**config.mk**
```make
export PLATFORM = sky130hd
export DESIGN_NAME = if_fetch_stage_flat
export DESIGN_NICKNAME = d
export VERILOG_FILES = /design/src/rtl/if_fetch_stage_if.sv /design/src/rtl/if_fetch_stage.sv /design/src/flat_wrapper.sv
export SDC_FILE = /design/constraint.sdc
export NUM_CORES = 1
export LEC_CHECK = 0
export ABC_AREA = 1
export BUFFER_PORTS_ARGS = -buffer_cell sky130_fd_sc_hd__buf_2
export CORE_ASPECT_RATIO = 0.7
export CORE_UTILIZATION = 28
export CTS_CLUSTER_DIAMETER = 120
export DETAILED_ROUTE_END_ITERATION = 7
export GPL_TIMING_DRIVEN = 0
export RECOVER_POWER = 50
export SLEW_MARGIN = 40
export SYNTH_ARGS = -nofsm -noshare
export SYNTH_HDL_FRONTEND = slang
export SYNTH_SLANG_ARGS = --single-unit
```
**constraint.sdc**
```tcl
create_clock -name clk -period 2.35 [get_ports clk]
set_input_delay 0.235 -clock clk [delete_from_list [all_inputs] [get_ports clk]]
set_output_delay 0.235 -clock clk [all_outputs]
set_load 0.01 [all_outputs]
```
**src/rtl/if_fetch_stage_if.sv**
```systemverilog
// Instruction-memory port of the fetch stage: request/address out, ready/data back.
// Handshake: imem_req marks imem_addr valid; the access completes in the cycle imem_ready=1, and imem_rdata is valid in that same cycle.
interface if_fetch_stage_if;
  logic        imem_req;
  logic [31:0] imem_addr;
  logic        imem_ready;
  logic [31:0] imem_rdata;

  modport master (
    output imem_req,
    output imem_addr,
    input  imem_ready,
    input  imem_rdata
  );

  modport slave (
    input  imem_req,
    input  imem_addr,
    output imem_ready,
    output imem_rdata
  );
endinterface

```
**src/rtl/if_fetch_stage.sv**
```systemverilog
// Instruction-fetch stage: PC register, redirect selection and a RUN/DRAIN FSM that lets an
// in-flight access finish before jumping to a redirect target that arrived mid-access.
module if_fetch_stage #(
  parameter logic [31:0] RESET_PC   = 32'h0040_0000,
  parameter logic [31:0] EXC_VECTOR = 32'h8000_0180
) (
  input  logic                     clk,
  input  logic                     reset,
  input  logic                     hold,
  input  logic                     exc_req,
  input  logic                     jr,
  input  logic [31:0]              jr_target,
  input  logic                     jump,
  input  logic [31:0]              jump_target,
  input  logic                     branch_taken,
  input  logic [31:0]              branch_target,
  if_fetch_stage_if.master         imem,
  output logic [31:0]              ReadInst,
  output logic [31:0]              IF_PC_Plus_4,
  output logic                     ifid_flush,
  output logic                     ifid_hold,
  output logic                     dbg_state
);

  typedef enum logic {
    RUN   = 1'b0,
    DRAIN = 1'b1
  } state_t;

  state_t      state, state_n;
  logic [31:0] pc, pc_n;
  logic [31:0] pend_pc, pend_n;
  logic        redir;
  logic [31:0] redir_raw;
  logic [31:0] redir_target;
  logic        fetch_ok;

  assign redir = exc_req | jr | jump | branch_taken;

  // Highest-priority redirect wins; low two bits are cleared to keep fetches word aligned.
  always_comb begin
    redir_raw = branch_target;
    if (exc_req)
      redir_raw = EXC_VECTOR;
    else if (jr)
      redir_raw = jr_target;
    else if (jump)
      redir_raw = jump_target;
    redir_target = redir_raw & ~32'h0000_0003;
  end

  always_ff @(posedge clk or posedge reset) begin
    if (reset) begin
      state   <= RUN;
      pc      <= RESET_PC;
      pend_pc <= 32'h0;
    end else begin
      state   <= state_n;
      pc      <= pc_n;
      pend_pc <= pend_n;
    end
  end

  always_comb begin
    state_n = state;
    pc_n    = pc;
    pend_n  = pend_pc;
    case (state)
      RUN: begin
        if (imem.imem_ready) begin
          if (redir)
            pc_n = redir_target;
          else if (!hold)
            pc_n = pc + 32'd4;
        end else if (redir) begin
          // Access still in flight: park the target until the old word comes back.
          pend_n  = redir_target;
          state_n = DRAIN;
        end
      end
      DRAIN: begin
        if (redir)
          pend_n = redir_target;
        if (imem.imem_ready) begin
          pc_n    = redir ? redir_target : pend_pc;
          state_n = RUN;
        end
      end
      default: begin
        state_n = RUN;
      end
    endcase
  end

  always_comb begin
    fetch_ok       = (state == RUN) && imem.imem_ready;
    ReadInst       = fetch_ok ? imem.imem_rdata : 32'h0;
    IF_PC_Plus_4   = pc + 32'd4;
    ifid_flush     = redir | ~fetch_ok;
    ifid_hold      = hold & ~redir;
    imem.imem_addr = pc;
    imem.imem_req  = ~reset;
    dbg_state      = state;
  end

endmodule

```
**src/flat_wrapper.sv**
```systemverilog
// flat-port wrapper written by rule: the top's interface ports become plain ports
module if_fetch_stage_flat 
#(
  parameter logic [31:0] RESET_PC   = 32'h0040_0000,
  parameter logic [31:0] EXC_VECTOR = 32'h8000_0180
)
  (clk, reset, hold, exc_req, jr, jr_target, jump, jump_target, branch_taken, branch_target, ReadInst, IF_PC_Plus_4, ifid_flush, ifid_hold, dbg_state, imem_imem_req, imem_imem_addr, imem_imem_ready, imem_imem_rdata);
  if_fetch_stage_if imem_i ();
  input  logic clk;
  input  logic reset;
  input  logic hold;
  input  logic exc_req;
  input  logic jr;
  input  logic [31:0] jr_target;
  input  logic jump;
  input  logic [31:0] jump_target;
  input  logic branch_taken;
  input  logic [31:0] branch_target;
  output logic [31:0] ReadInst;
  output logic [31:0] IF_PC_Plus_4;
  output logic ifid_flush;
  output logic ifid_hold;
  output logic dbg_state;
  output wire logic [$bits(imem_i.imem_req)-1:0] imem_imem_req;
  output wire logic [$bits(imem_i.imem_addr)-1:0] imem_imem_addr;
  input wire logic [$bits(imem_i.imem_ready)-1:0] imem_imem_ready;
  input wire logic [$bits(imem_i.imem_rdata)-1:0] imem_imem_rdata;
  assign imem_imem_req = imem_i.imem_req;
  assign imem_imem_addr = imem_i.imem_addr;
  assign imem_i.imem_ready = imem_imem_ready;
  assign imem_i.imem_rdata = imem_imem_rdata;
  if_fetch_stage #(.RESET_PC(RESET_PC), .EXC_VECTOR(EXC_VECTOR)) u_core (.clk(clk), .reset(reset), .hold(hold), .exc_req(exc_req), .jr(jr), .jr_target(jr_target), .jump(jump), .jump_target(jump_target), .branch_taken(branch_taken), .branch_target(branch_target), .imem(imem_i), .ReadInst(ReadInst), .IF_PC_Plus_4(IF_PC_Plus_4), .ifid_flush(ifid_flush), .ifid_hold(ifid_hold), .dbg_state(dbg_state));
endmodule
```
==> results.json <==
{
  "status": "completed",
  "fin_crit_sh_pct": 96.0,
  "finalHoldViolations": 0,
  "hold_slack_ns": 0.191,
  "yosysMostFrequentCell": "nand2_1",
  "path_class": "flip-flop to output pin",
  "place.gp.congestion": 0.899,
  "leakage_nw": 3.45,
  "holdPathStages": 4,
  "nets": 1154,
  "layout.cells.non_filler": 1247,
  "synth_cell_types": 30,
  "setup_violations": 0,
  "cts_setup_buffers": 0,
  "multi_input_area_sq_um": 2680,
  "yosysTopAreaCellShare_pct": 33.2,
  "syn_nets": 914,
  "viasPerCell": 4.47,
  "synthTopCellsByCount": "nand2_1, nor2_1, inv_1",
  "drt_iter0_markers": 351,
  "die_h_microns": 112,
  "syn_inst": 777,
  "required_ns": 2.12,
  "start_kind": "flip-flop",
  "cts_tree": "done",
  "grt_antenna_before_repair": 0,
  "routed_wl_microns": 17800,
  "wire_per_inst_microns": 14.2,
  "async_flop_share_pct": 100,
  "drive_above_1_share_pct": 24.9,
  "clock_sinks": 65,
  "ys_ff_latch": 65,
  "place_hpwl_microns": 14500,
  "die_w_microns": 159,
  "path_max_fanout": 4,
  "h-tree-depth": 3,
  "drtPass1Iterations": 4,
  "clock_latency_ns": 0.34,
  "core_sq_um": 16600,
  "drc": 0,
  "tightest_slew_ns": 0.791,
  "cp.arrival_ns": 2.02,
  "clk_path_buf_depth": 2,
  "dieArea_sq_um": 17700,
  "path_clk_slew_ns": 0.06,
  "regArea_sq_um": 1630,
  "drtAntennaViolNets": 0,
  "hold_path.class": "input pin to flip-flop",
  "grt_max_degree": 53,
  "synthTopCellsByArea": "dfrtp_1, nand2_1, nor2_1",
  "grt_overflow": 0,
  "irDropWorstVdd_mv": 0.378,
  "start_util_pct": 29.0,
  "diodes": 0,
  "setup.worst_path.end_class": "output pin",
  "slew_violations": 0,
  "rsz0062_at_grt": "no",
  "period_needed_ns": 2.26,
  "ios": 236,
  "max_cap_violations": 0,
  "areaGrowthSynthToFinish_pct": 35.6,
  "synth.largest_area_cell": "dfrtp_1",
  "r2r_cells": 8,
  "rows": 39,
  "syn_area_sq_um": 4820,
  "ys_warn_count": 0,
  "cellPowerDensity_nw_per_um2": 578,
  "grt_pass1_wl_microns": 27900,
  "finish.instance_area_sq_um": 6530,
  "placed_cell_area_sq_um": 6270,
  "via_count": 5579,
  "fill_cells": 1851,
  "cts_buffers": 9,
  "track_usage_pct": 20.2,
  "fin_worst_skew_ns": 0.00773,
  "cts_root_buffer": "clkbuf_16",
  "yosysSeqAreaShare_pct": 33.8,
  "slew_headroom_pct": 47.0,
  "synth-main-ff-cell": "dfrtp_1",
  "dp_cells": 1230,
  "syn_area_per_cell_sq_um": 6.20,
  "grt_pass1_vias": 5146,
  "fmax_mhz": 443,
  "io_buffers": 227,
  "synth-edff-count": 0
}
sequential cells by signal (all words and copies together), names as in the netlist:
name	count
u_core.imem.imem_addr	32
u_core.pend_pc	32
u_core.dbg_state	1
kinds of logic after synthesis:
group,share of synthesized area (%)
AO/OA/AOI/OAI,12.1
flip-flops,33.8
AND/OR/NAND/NOR,40.5
XOR/XNOR,2.73
multiplexers,0.467
buffers and inverters,10.2
adder cells (fa/ha/maj),0.260
worst max-delay path, stage by stage, from the launching register on:
cell,delay [ns]
dfrtp_1,0.40
ha_1,0.23
nand2_1,0.08
nor2_2,0.15
nand2_2,0.12
nor2_1,0.20
xor2_1,0.31
buf_2,0.20
power breakdown:
group          switching (mW)  internal, mW  total, mW  leakage (nW)
sequential              0.131          1.24       1.37         0.797
combinational           0.589         0.359      0.948          2.50
clock                   0.504         0.960       1.46         0.153
cells in the final DEF (no fill, tap or decap), types with 2 or more instances in the layout:
cell type / Yosys / layout
nand2_1: 266 / 266
buf_2: 14 / 202
nor2_1: 136 / 138
inv_1: 68 / 68
dfrtp_1: 64 / 64
o21ai_0: 59 / 59
clkbuf_1: 20 / 57
nand3_1: 38 / 38
a21oi_1: 35 / 35
nor2_2: 9 / 10
xor2_1: 10 / 9
clkbuf_16: 0 / 9
o211ai_1: 8 / 8
nand3b_1: 6 / 6
nor2_4: 7 / 5
a31oi_1: 5 / 5
xnor2_1: 5 / 5
buf_4: 4 / 4
clkbuf_2: 0 / 4
nand2_2: 3 / 3
buf_6: 3 / 3
clkinv_1: 2 / 2
o31ai_1: 2 / 2
or2_0: 2 / 2
mux2_2: 2 / 2
bufinv_16: 0 / 2
metal layers:
layer | vias up | share of wire [%] | global-route usage, %
met5 | - | 0 | 0
met4 | 0 | 0.84 | 4.01
met3 | 12 | 6.1 | 3.95
met2 | 189 | 40 | 28.0
met1 | 2491 | 53 | 31.6
li1 | 2887 | - | -
area by class of cell:
cell class | instances | share of cell area, %
multi-input cells | 597 | 41.0
flip-flops and latches | 65 | 24.9
plain buffers | 41 | 3.24
clock inverters | 4 | 1.17
well taps | 225 | 4.31
repair buffers | 229 | 17.3
clock buffers | 12 | 3.77
inverters | 74 | 4.33
stage by stage:
| step | utilization (%) | setup TNS (ns) | total power, mW | setup slack (ns) |
|---|---|---|---|---|
| final | 39.4 | 0 | 3.78 | 0.0929 |
| after global routing | 39.4 | 0 | 3.97 | 0.00728 |
| after CTS | 39.8 | 0 | 3.83 | 0.0641 |
| after detailed placement | 37.8 | 0 | 2.35 | 0.256 |
| after global placement | 37.6 | -33.48 | 2.33 | -0.615 |
| after floorplan | - | 0 | 1.89 | 0.412 |
path summary, 6_finish.rpt:
check / startpoint / endpoint / slack (ns)
min: imem_imem_ready / u_core.dbg_state / 0.19
min reg2reg: u_core.pend_pc[1] / u_core.pend_pc[1] / 0.49
max reg2reg: u_core.dbg_state / u_core.imem.imem_addr[19] / 0.49
max in group asynchronous: reset / u_core.pend_pc[18] / 1.12
max: u_core.imem.imem_addr[3] / IF_PC_Plus_4[14] / 0.09
min in group asynchronous: reset / u_core.imem.imem_addr[11] / 0.55
repair_timing:
| action | 4_1_cts | 5_1_grt |
|---|---|---|
| gates resized for setup | 2 | 9 |
| endpoints found under the hold margin | 12 | 0 |
| hold buffers | 1 | 0 |
| setup endpoints to repair | 32 | 36 |
Power figures use the tool's default switching activity.
